**config.mk**
```make
export PLATFORM = sky130hd
export DESIGN_NAME = alu_share_arb
export DESIGN_NICKNAME = d
export VERILOG_FILES = /design/src/rtl/alu_pkg.sv /design/src/rtl/logic_unit.sv /design/src/rtl/alu_share_arb.sv
export SDC_FILE = /design/constraint.sdc
export NUM_CORES = 1
export LEC_CHECK = 0
export BUFFER_PORTS_ARGS = -buffer_cell sky130_fd_sc_hd__clkbuf_2
export CAP_MARGIN = 20
export CORE_MARGIN = 4
export CORE_UTILIZATION = 48
export DETAILED_ROUTE_END_ITERATION = 12
export GPL_TIMING_DRIVEN = 0
export PLACE_DENSITY = 0.77
export SYNTH_ARGS = -nofsm -noshare
export SYNTH_HDL_FRONTEND = slang
export SYNTH_SLANG_ARGS = --single-unit
```
**constraint.sdc**
```tcl
create_clock -name clk -period 3.01 [get_ports clk]
set_input_delay 0.301 -clock clk [delete_from_list [all_inputs] [get_ports clk]]
set_output_delay 0.301 -clock clk [all_outputs]
set_load 0.005 [all_outputs]
```
**src/rtl/alu_pkg.sv**
```systemverilog
// Shared opcode and result-stage encodings for the shared bitwise ALU.
package alu_pkg;

    typedef enum logic [1:0] {
        OP_AND = 2'b00,
        OP_OR  = 2'b01,
        OP_XOR = 2'b10,
        OP_NOR = 2'b11
    } op_t;

    typedef enum logic {
        EMPTY = 1'b0,
        FULL  = 1'b1
    } state_t;

endpackage

```
**src/rtl/logic_unit.sv**
```systemverilog
// Combinational bitwise evaluator: res = a <op> b.
module logic_unit
    import alu_pkg::*;
#(
    parameter int WIDTH = 32
) (
    input  op_t              op,
    input  logic [WIDTH-1:0] a,
    input  logic [WIDTH-1:0] b,
    output logic [WIDTH-1:0] res
);

    always_comb begin
        // NOTE: a default before the case keeps every path assigned, so no latch is inferred.
        res = '0;
        unique case (op)
            OP_AND: res = a & b;
            OP_OR:  res = a | b;
            OP_XOR: res = a ^ b;
            OP_NOR: res = ~(a | b);
        endcase
    end

endmodule

```
**src/rtl/alu_share_arb.sv**
```systemverilog
// Two requesters share one bitwise ALU through a round-robin arbiter and a
// single full-throughput result register with saturating grant counters.
module alu_share_arb
    import alu_pkg::*;
#(
    parameter int WIDTH = 32,
    parameter int CNT_W = 16
) (
    input  logic             clk,
    input  logic             rst_n,
    input  logic             req0_valid,
    output logic             req0_ready,
    input  logic [1:0]       req0_op,
    input  logic [WIDTH-1:0] req0_a,
    input  logic [WIDTH-1:0] req0_b,
    input  logic             req1_valid,
    output logic             req1_ready,
    input  logic [1:0]       req1_op,
    input  logic [WIDTH-1:0] req1_a,
    input  logic [WIDTH-1:0] req1_b,
    output logic             rsp_valid,
    input  logic             rsp_ready,
    output logic             rsp_id,
    output logic [WIDTH-1:0] rsp_res,
    output logic [CNT_W-1:0] gnt_cnt0,
    output logic [CNT_W-1:0] gnt_cnt1
);

    localparam logic [CNT_W-1:0] CNT_ONE = CNT_W'(1);

    state_t           state, state_next;
    logic             last_gnt;
    logic             can_accept;
    logic             grant;
    logic [WIDTH-1:0] alu_res;

    // State register.
    always_ff @(posedge clk or negedge rst_n) begin
        if (!rst_n) state <= EMPTY;
        else        state <= state_next;
    end

    // Next-state logic: a grant always fills; an unconsumed result stays.
    always_comb begin
        state_next = EMPTY;
        if (grant || (state == FULL && !rsp_ready)) state_next = FULL;
    end

    // last_gnt holds the most recent grant; the other requester wins a tie.
    always_comb begin
        can_accept = (state == EMPTY) || rsp_ready;
        req0_ready = can_accept && req0_valid && (!req1_valid || last_gnt);
        req1_ready = can_accept && req1_valid && (!req0_valid || !last_gnt);
        grant      = req0_ready || req1_ready;
        rsp_valid  = (state == FULL);
    end

    logic_unit #(.WIDTH(WIDTH)) u_logic_unit (
        .op  (req1_ready ? op_t'(req1_op) : op_t'(req0_op)),
        .a   (req1_ready ? req1_a : req0_a),
        .b   (req1_ready ? req1_b : req0_b),
        .res (alu_res)
    );

    // Reset leaves last_gnt at 1 so requester 0 wins the first tie.
    always_ff @(posedge clk or negedge rst_n) begin
        if (!rst_n) begin
            // NOTE: sequential state uses non-blocking assignments so every register samples pre-edge values.
            last_gnt <= 1'b1;
            rsp_id   <= 1'b0;
            rsp_res  <= '0;
        end else if (grant) begin
            last_gnt <= req1_ready;
            rsp_id   <= req1_ready;
            rsp_res  <= alu_res;
        end
    end

    always_ff @(posedge clk or negedge rst_n) begin
        if (!rst_n) begin
            gnt_cnt0 <= '0;
            gnt_cnt1 <= '0;
        end else begin
            if (req0_ready && gnt_cnt0 != '1) gnt_cnt0 <= gnt_cnt0 + CNT_ONE;
            if (req1_ready && gnt_cnt1 != '1) gnt_cnt1 <= gnt_cnt1 + CNT_ONE;
        end
    end

endmodule

```
==> metrics.md, run 1 <==
| Metric | Value |
|---|---|
| Status | finished clean |
| Port Buf Inserts | around 200 |
| Placed inst area | 7350 um2 |
| WP data required | roughly 3.3 ns |
| Worst Max-Slew Pin Slew | between 0.5 and 0.6 ns |
| Layout area overhead | 25.7% |
| Wire per inst | about 16 um |
| Comb pwr share | 0.390 |
| DP Wirelength | about 14 mm |
| Vias in the first global route | slightly below 6000 |
| Clock Latency Late Sink | approximately 0.35 ns |
| Met1 Resource Use GR | 0.330 |
| Yosys reg bits | 67 |
| Clock sinks | 67 |
| Setup TNS | 0 ns |
| Hold Crit Start | req0_valid |
| Crit end category | flip-flop |
| Min-delay worst type | primary input to flip-flop |
| Pwr Total | 3.98 mW |
| Htree depth | 3 |
| Setup Crit Path Kind | flip-flop to flip-flop |
| CORE AREA | 12200 um2 |
| Setup Buffers After CTS | 0 |
| Design area | about 7700 um2 |
| Tcrit/Tclk final | 0.898 |
| Synth top area share | 0.270 |
| GP Congestion | approximately 0.88 |
| Slew HR | 0.606 |
| CTS tree | done |
| Fill cells | between 1000 and 1500 |
| Register area | roughly 1700 um2 |
| Multi-input gate area | between 3000 and 4000 um2 |
| FF-to-FF Start | last_gnt$_DFFE_PN1P_ |
| Die width | about 120 um |
| Remaining Overflow, GRT | 0 |
| RSZ-0062 raised after global routing | no |
| Clock transition at path regs | approximately 0.06 ns |
| Final setup viols | 0 |
| Synth area leaders | dfrtp_1, ha_1, mux2i_1 |
| Placed Instances | roughly 1100 |
| DP Worst Slack | 0.321 ns |
| Clock skew | approximately 0.0075 ns |
| Async SR Flop Fraction | 1.00 |
| Final Hold Viols | 0 |
| Met3 usage | 0.0524 |
| Io pins | around 210 |
| Gr busiest metal | met2 |
| Max-Cap Viols | 0 |
| PD cells | a little over 500 nW/um2 |
| CP startpoint | last_gnt$_DFFE_PN1P_ |
| Final wirelength | ~18 mm |
| Initial Util | 0.500 |
| Met2 usage | 0.413 |
| Leakage | roughly 4.1 nW |
| Die area | between 10000 and 15000 um2 |
| Commonest cells post-synth | nand2_1, nor2_1, inv_1 |
| Initial antenna violation count | 0 |
| Sw frac | 0.382 |
| Syn_area_per_cell | 8.05 um2 |
| Worst-case clock buffer depth | 2 |
| Min Hold Slack | around 0.19 ns |
| Final cell count without fillers | between 1000 and 1500 |
| Post-synth top flop | dfrtp_1 |
| Syn_nets | 962 |
| Antenna Cells | 0 |
| Area leader, netlist | dfrtp_1 |
| Initial DRC count | 388 |
| CP Max Fanout | 10 |
| Final Slew Violations | 0 |
| Crit-path slowest cell | dfstp_2 |
| Fmax | approximately 370 MHz |
| Setup crit start kind | flip-flop |
| Routed Antenna Nets | 0 |
| Worst VDD drop | about 0.29 mV |
| Row cnt | 40 |
| Post-Syn Area | between 6000 and 7000 um2 |
| P_int | between 2 and 2.5 mW |
| Sw Pwr | around 1.5 mW |
| Nets | between 1000 and 1500 |
| Slowest stage delay, CP | about 0.56 ns |
| First-pass GRT wire length | 29.7 mm |
| Fin crit period | 2.70 ns |
| DRT Pass-1 Iters | 5 |
| Vias post-DR | 6094 |
| Layout cell share with drive strength beyond 1 | 0.269 |
| Inserted Clock Buffers | 9 |
| Cells after Synth | 759 |
| Pin count of the biggest net entering global routing | between 40 and 50 |
| Unique cell type count in the Yosys netlist | between 40 and 50 |
| Worst setup margin | between 0.3 and 0.4 ns |
| Post-synth EDFFs | 0 |
| CP Data Arrival Time | around 3.0 ns |
| Yosys warns | 0 |
| Routed vias/inst | 5.32 |
| Die Ht | 121 um |
| DRC | 0 |
| Clock Power Share | 0.282 |
| Register area share after synthesis | 0.275 |
| Util after Layout | 0.628 |
| Worst path cell trace | nand2_2, nand3_4, buf_6, buf_2, buf_2, nand2_1, nand2_1, inv_1, ha_1, nor2_1, mux2i_1, o221ai_1, a21oi_1 |
| Seq pwr share | 0.328 |
| CTS root buffer | clkbuf_16 |
| Most numerous cell in the Yosys netlist | nand2_1 |
| Total GRT Usage | 0.253 |
[state kept, by name, summed over array words and instances, names as in the netlist]
register,cells
rsp_res,32
gnt_cnt0,16
last_gnt,1
gnt_cnt1,16
rsp_valid,1
rsp_id,1
[final timing paths]
kind	slack, ns	depth (start not counted)	to
max	0.31	13	rsp_res[27]$_DFFE_PN0P_
min	0.19	2	last_gnt$_DFFE_PN1P_
max reg2reg	0.31	13	rsp_res[27]$_DFFE_PN0P_
min reg2reg	0.50	1	gnt_cnt0[6]$_DFFE_PN0P_
max in group asynchronous	1.93	3	last_gnt$_DFFE_PN1P_
min in group asynchronous	0.45	2	rsp_res[8]$_DFFE_PN0P_
[placed cells by master, fill, tap and decap left out, types with 2 or more instances in the layout]
| master | instances |
|---|---|
| a211oi_1 | 32 |
| a21oi_1 | 66 |
| a31oi_1 | 3 |
| a41oi_1 | 2 |
| and2_1 | 2 |
| and3_1 | 2 |
| and4_1 | 6 |
| buf_2 | 22 |
| buf_4 | 4 |
| buf_6 | 6 |
| clkbuf_1 | 19 |
| clkbuf_16 | 9 |
| clkbuf_2 | 200 |
| clkinv_4 | 3 |
| dfrtp_1 | 66 |
| ha_1 | 66 |
| inv_1 | 68 |
| inv_6 | 2 |
| mux2i_1 | 64 |
| nand2_1 | 115 |
| nand2b_1 | 4 |
| nand3_1 | 9 |
| nand4_1 | 9 |
| nor2_1 | 107 |
| nor3_1 | 5 |
| nor4_1 | 2 |
| o221ai_1 | 32 |
| xnor2_1 | 19 |
| xor2_1 | 9 |
[power by group through the flow]
stage	sequential [mW]	combinational [mW]	clock (mW)
finish	1.31	1.55	1.12
global route	1.33	1.75	1.16
floorplan	1.30	0.949	0
global placement	1.31	1.51	0
detailed placement	1.32	1.55	0
CTS	1.30	1.56	1.13
[layer usage]
metal  vias to the layer above  share of wire  wire (um)
met2                       219           0.46       8500
met1                      2792           0.44       8120
met3                        35          0.068       1250
met4                         0          0.031        579
li1                       3048              -          -
met5                         -              0          0
[kinds of logic after synthesis]
group,count (synthesis),synth area share
compound gates,142,0.158
xor+xnor,28,0.0402
mux,67,0.111
fa+ha+maj,66,0.135
simple gates,269,0.193
buf+inv,120,0.0881
flops,67,0.275
[critical path: cells and delay by family (launching register included)]
| kind | cells | cell delay, ns |
|---|---|---|
| AOI/OAI and AO/OA | 2 | 0.29 |
| adders and majority gates | 1 | 0.29 |
| buffers and inverters | 4 | 0.87 |
| DFF | 1 | 0.56 |
| muxes | 1 | 0.14 |
| and+or+nand+nor | 5 | 0.47 |
[what timing repair did]
item                      CTS  global route
hold endpoints to repair   21             0
gates resized for setup     0             0
hold buffers                1             0
[cell type report]
| cell class | count | area share |
|---|---|---|
| plain buffers | 51 | 0.0364 |
| clock buffers | 9 | 0.0293 |
| clock inverters | 7 | 0.0111 |
| inverters | 69 | 0.0338 |
| multi-input cells | 572 | 0.507 |
| flip-flops and latches | 67 | 0.219 |
| well taps | 168 | 0.0274 |
| repair buffers | 203 | 0.136 |
No activity file was read; power rests on OpenSTA's default activity.
==> inputs of run 2 (changes only) <==
--- a/config.mk
+++ b/config.mk
@@ -5,13 +5,14 @@
 export SDC_FILE = /design/constraint.sdc
 export NUM_CORES = 1
 export LEC_CHECK = 0
-export BUFFER_PORTS_ARGS = -buffer_cell sky130_fd_sc_hd__clkbuf_2
 export CAP_MARGIN = 20
 export CORE_MARGIN = 4
 export CORE_UTILIZATION = 48
+export CTS_CLUSTER_SIZE = 28
 export DETAILED_ROUTE_END_ITERATION = 12
+export DONT_BUFFER_PORTS = 1
 export GPL_TIMING_DRIVEN = 0
-export PLACE_DENSITY = 0.77
+export PLACE_DENSITY = 0.63
 export SYNTH_ARGS = -nofsm -noshare
 export SYNTH_HDL_FRONTEND = slang
 export SYNTH_SLANG_ARGS = --single-unit
==> run 2 against run 1 <==
  * Wire length shrank 0.57%
  * Highest routed layer unchanged
  * Critical endpoint is now rsp_res[5]$_DFFE_PN0P_
  * Clock power about the same
  * Hold slack got worse by 0.15 ns
  * Utilization is 8.3 points lower
  * Combinational power fell by 20%
  * Power decreased by 6.3%
  * Global-route usage down 0.57 points
  * Sequential power is 5% higher
  * Cell count shrank 18%
==> metrics.md, run 2 (synthesis gave the netlist of run 1 again) <==
| Metric | Value |
|---|---|
| DRT Pass-1 Iters | 5 (unchanged) |
| Status | finished clean |
| Routed Antenna Nets | 0 (unchanged) |
| Worst-case clock buffer depth | 2 (unchanged) |
| Placed inst area | 6320 um2 (-14%) |
| Util after Layout | 0.545 (-0.0829) |
| Layout cell share with drive strength beyond 1 | 0.0798 (-0.189) |
| Fmax | 369 MHz (-0.26%) |
| Setup crit start kind | flip-flop |
| Clock sinks | 67 (unchanged) |
| Inserted Clock Buffers | 9 (unchanged) |
| Initial antenna violation count | 0 (unchanged) |
| Max-Cap Viols | 0 (unchanged) |
| Leakage | 3.29 nW (-21%) |
| Final cell count without fillers | 945 (-18%) |
| Io pins | 205 (unchanged) |
| Row cnt | 40 (unchanged) |
| CTS root buffer | clkbuf_16 |
| Worst setup margin | 0.300 ns (-0.00714 ns) |
| DP Worst Slack | 0.332 ns (+0.0117 ns) |
| GP Congestion | 0.809 (-7.8%) |
| Antenna Cells | 0 (unchanged) |
| WP data required | 3.26 ns (-0.02 ns) |
| CTS tree | done |
| Most common cell after layout, fill and taps aside | nand2_1 |
| Placed Instances | 927 (-18%) |
| Slew HR | 0.587 (-0.0188) |
| Max reg flops | 32 (unchanged) |
| Pin count of the biggest net entering global routing | 68 (+45%) |
| Die Ht | 121 um (unchanged) |
| RSZ-0062 raised after global routing | no |
| Setup TNS | 0 ns (unchanged) |
| Clock Latency Late Sink | 0.33 ns (-0.02 ns) |
| Remaining Overflow, GRT | 0 (unchanged) |
| Worst path cell trace | nand2_2, nand3_4, buf_6, buf_2, buf_2, nand2_1, nand2_1, inv_1, ha_1, nor2_1, mux2i_1, o221ai_1, a21oi_1 |
| Final Hold Viols | 0 (unchanged) |
| CORE AREA | 12200 um2 (unchanged) |
| Crit end category | flip-flop |
| Die area | 14600 um2 (unchanged) |
| Crit-path slowest cell | dfstp_2 |
| Nets | 975 (-17%) |
| Vias in the first global route | 5512 (-7.5%) |
| First-pass GRT wire length | 28.6 mm (-3.6%) |
| PD cells | 559 nW/um2 (+7.9%) |
| Htree depth | 3 (unchanged) |
| Worst Max-Slew Pin Slew | 0.619 ns (+0.0282 ns) |
| Port Buf Inserts | 0 (-100%) |
| Routed vias/inst | 5.86 (+10%) |
| Worst VDD drop | 0.221 mV (-23%) |
| Min-delay worst type | primary input to flip-flop |
| Setup Crit Path Kind | flip-flop to flip-flop |
| Largest regs | rsp_res (32), gnt_cnt0 (16), gnt_cnt1 (16) |
| Final setup viols | 0 (unchanged) |
| Final Slew Violations | 0 (unchanged) |
| Tcrit/Tclk final | 0.900 (+0.00237) |
| CP Data Arrival Time | 2.96 ns (-0.02 ns) |
| Initial DRC count | 385 (-0.77%) |
| Cells resized by post-CTS repair | 0 (unchanged) |
| Reg with most FFs | rsp_res |
| DRC | 0 (unchanged) |
| Slowest stage delay, CP | 0.56 ns (about the same) |
| Clock skew | 0.00719 ns (-0.000338 ns) |
| DP Wirelength | 13.4 mm (-3.2%) |
| Top cell family by delay on the critical path | buffers and inverters |
| Commonest cells after routing, fill and taps aside | nand2_1, nor2_1, inv_1 |
| Vias post-DR | 5538 (-9.1%) |
| CP Max Fanout | 10 (unchanged) |
| Initial Util | 0.500 (unchanged) |
| Fin crit period | 2.71 ns (+0.00714 ns) |
| Total GRT Usage | 0.248 (-0.00569) |
| Final wirelength | 18.3 mm (-0.57%) |
| Die width | 121 um (unchanged) |
| CP bufs+invs | 4 (unchanged) |
| Clock transition at path regs | 0.06 ns (about the same) |
| Wire per inst | 19.4 um (+21%) |
| Layout area overhead | 9.08% |
| Design area | 6660 um2 (-13%) |
==> run 2: area by class of cell <==
type | instances | area (um2)
clock buffers | 9 | 225
well taps | 168 | 210
flip-flops and latches | 67 | 1680
inverters | 69 | 259
multi-input cells | 572 | 3890
fillers | 1176 | 5550
plain buffers | 51 | 279
clock inverters | 7 | 81.3
repair buffers | 2 | 37.5
==> run 2: final timing paths <==
path                       depth (start not counted)                startpoint  slack [ns]                        to
hold reg to reg                                    1  gnt_cnt1[10]$_DFFE_PN0P_        0.53  gnt_cnt1[10]$_DFFE_PN0P_
setup reg to reg                                  13      last_gnt$_DFFE_PN1P_        0.30    rsp_res[5]$_DFFE_PN0P_
min in group asynchronous                          2                     rst_n        0.56    rsp_res[7]$_DFFE_PN0P_
max in group asynchronous                          2                     rst_n        2.11      last_gnt$_DFFE_PN1P_
setup / recovery                                  13      last_gnt$_DFFE_PN1P_        0.30    rsp_res[5]$_DFFE_PN0P_
hold / removal                                     1                req0_valid        0.04      last_gnt$_DFFE_PN1P_
==> run 2: metrics by stage <==
step	hold slack [ns]	power [mW]
3_3_place_gp	0.00754	2.54
3_5_place_dp	0.00765	2.59
2_1_floorplan	0.00541	2.25
4_1_cts	0.0296	3.75
5_1_grt	0.0273	3.98
6_report	0.0401	3.72
==> run 2: power by group <==
part	total, mW	switching, mW	internal [mW]
clock	1.11	0.459	0.656
sequential	1.37	0.262	1.11
combinational	1.24	0.735	0.502
total	3.72	1.46	2.27
==> run 2: what timing repair did <==
item                                   in CTS  in global routing
endpoints found under the hold margin      67                  0
hold buffers                                2                  0
buffers inserted                            0                  0
==> run 2: layer usage <==
metal,vias to the layer above,share of wire,GRT usage,wire (um)
met5,-,0,0,0
met4,0,0.022,0.0822,400
met3,26,0.072,0.0589,1320
met2,228,0.48,0.424,8800
met1,2654,0.43,0.306,7820
li1,2630,-,-,-
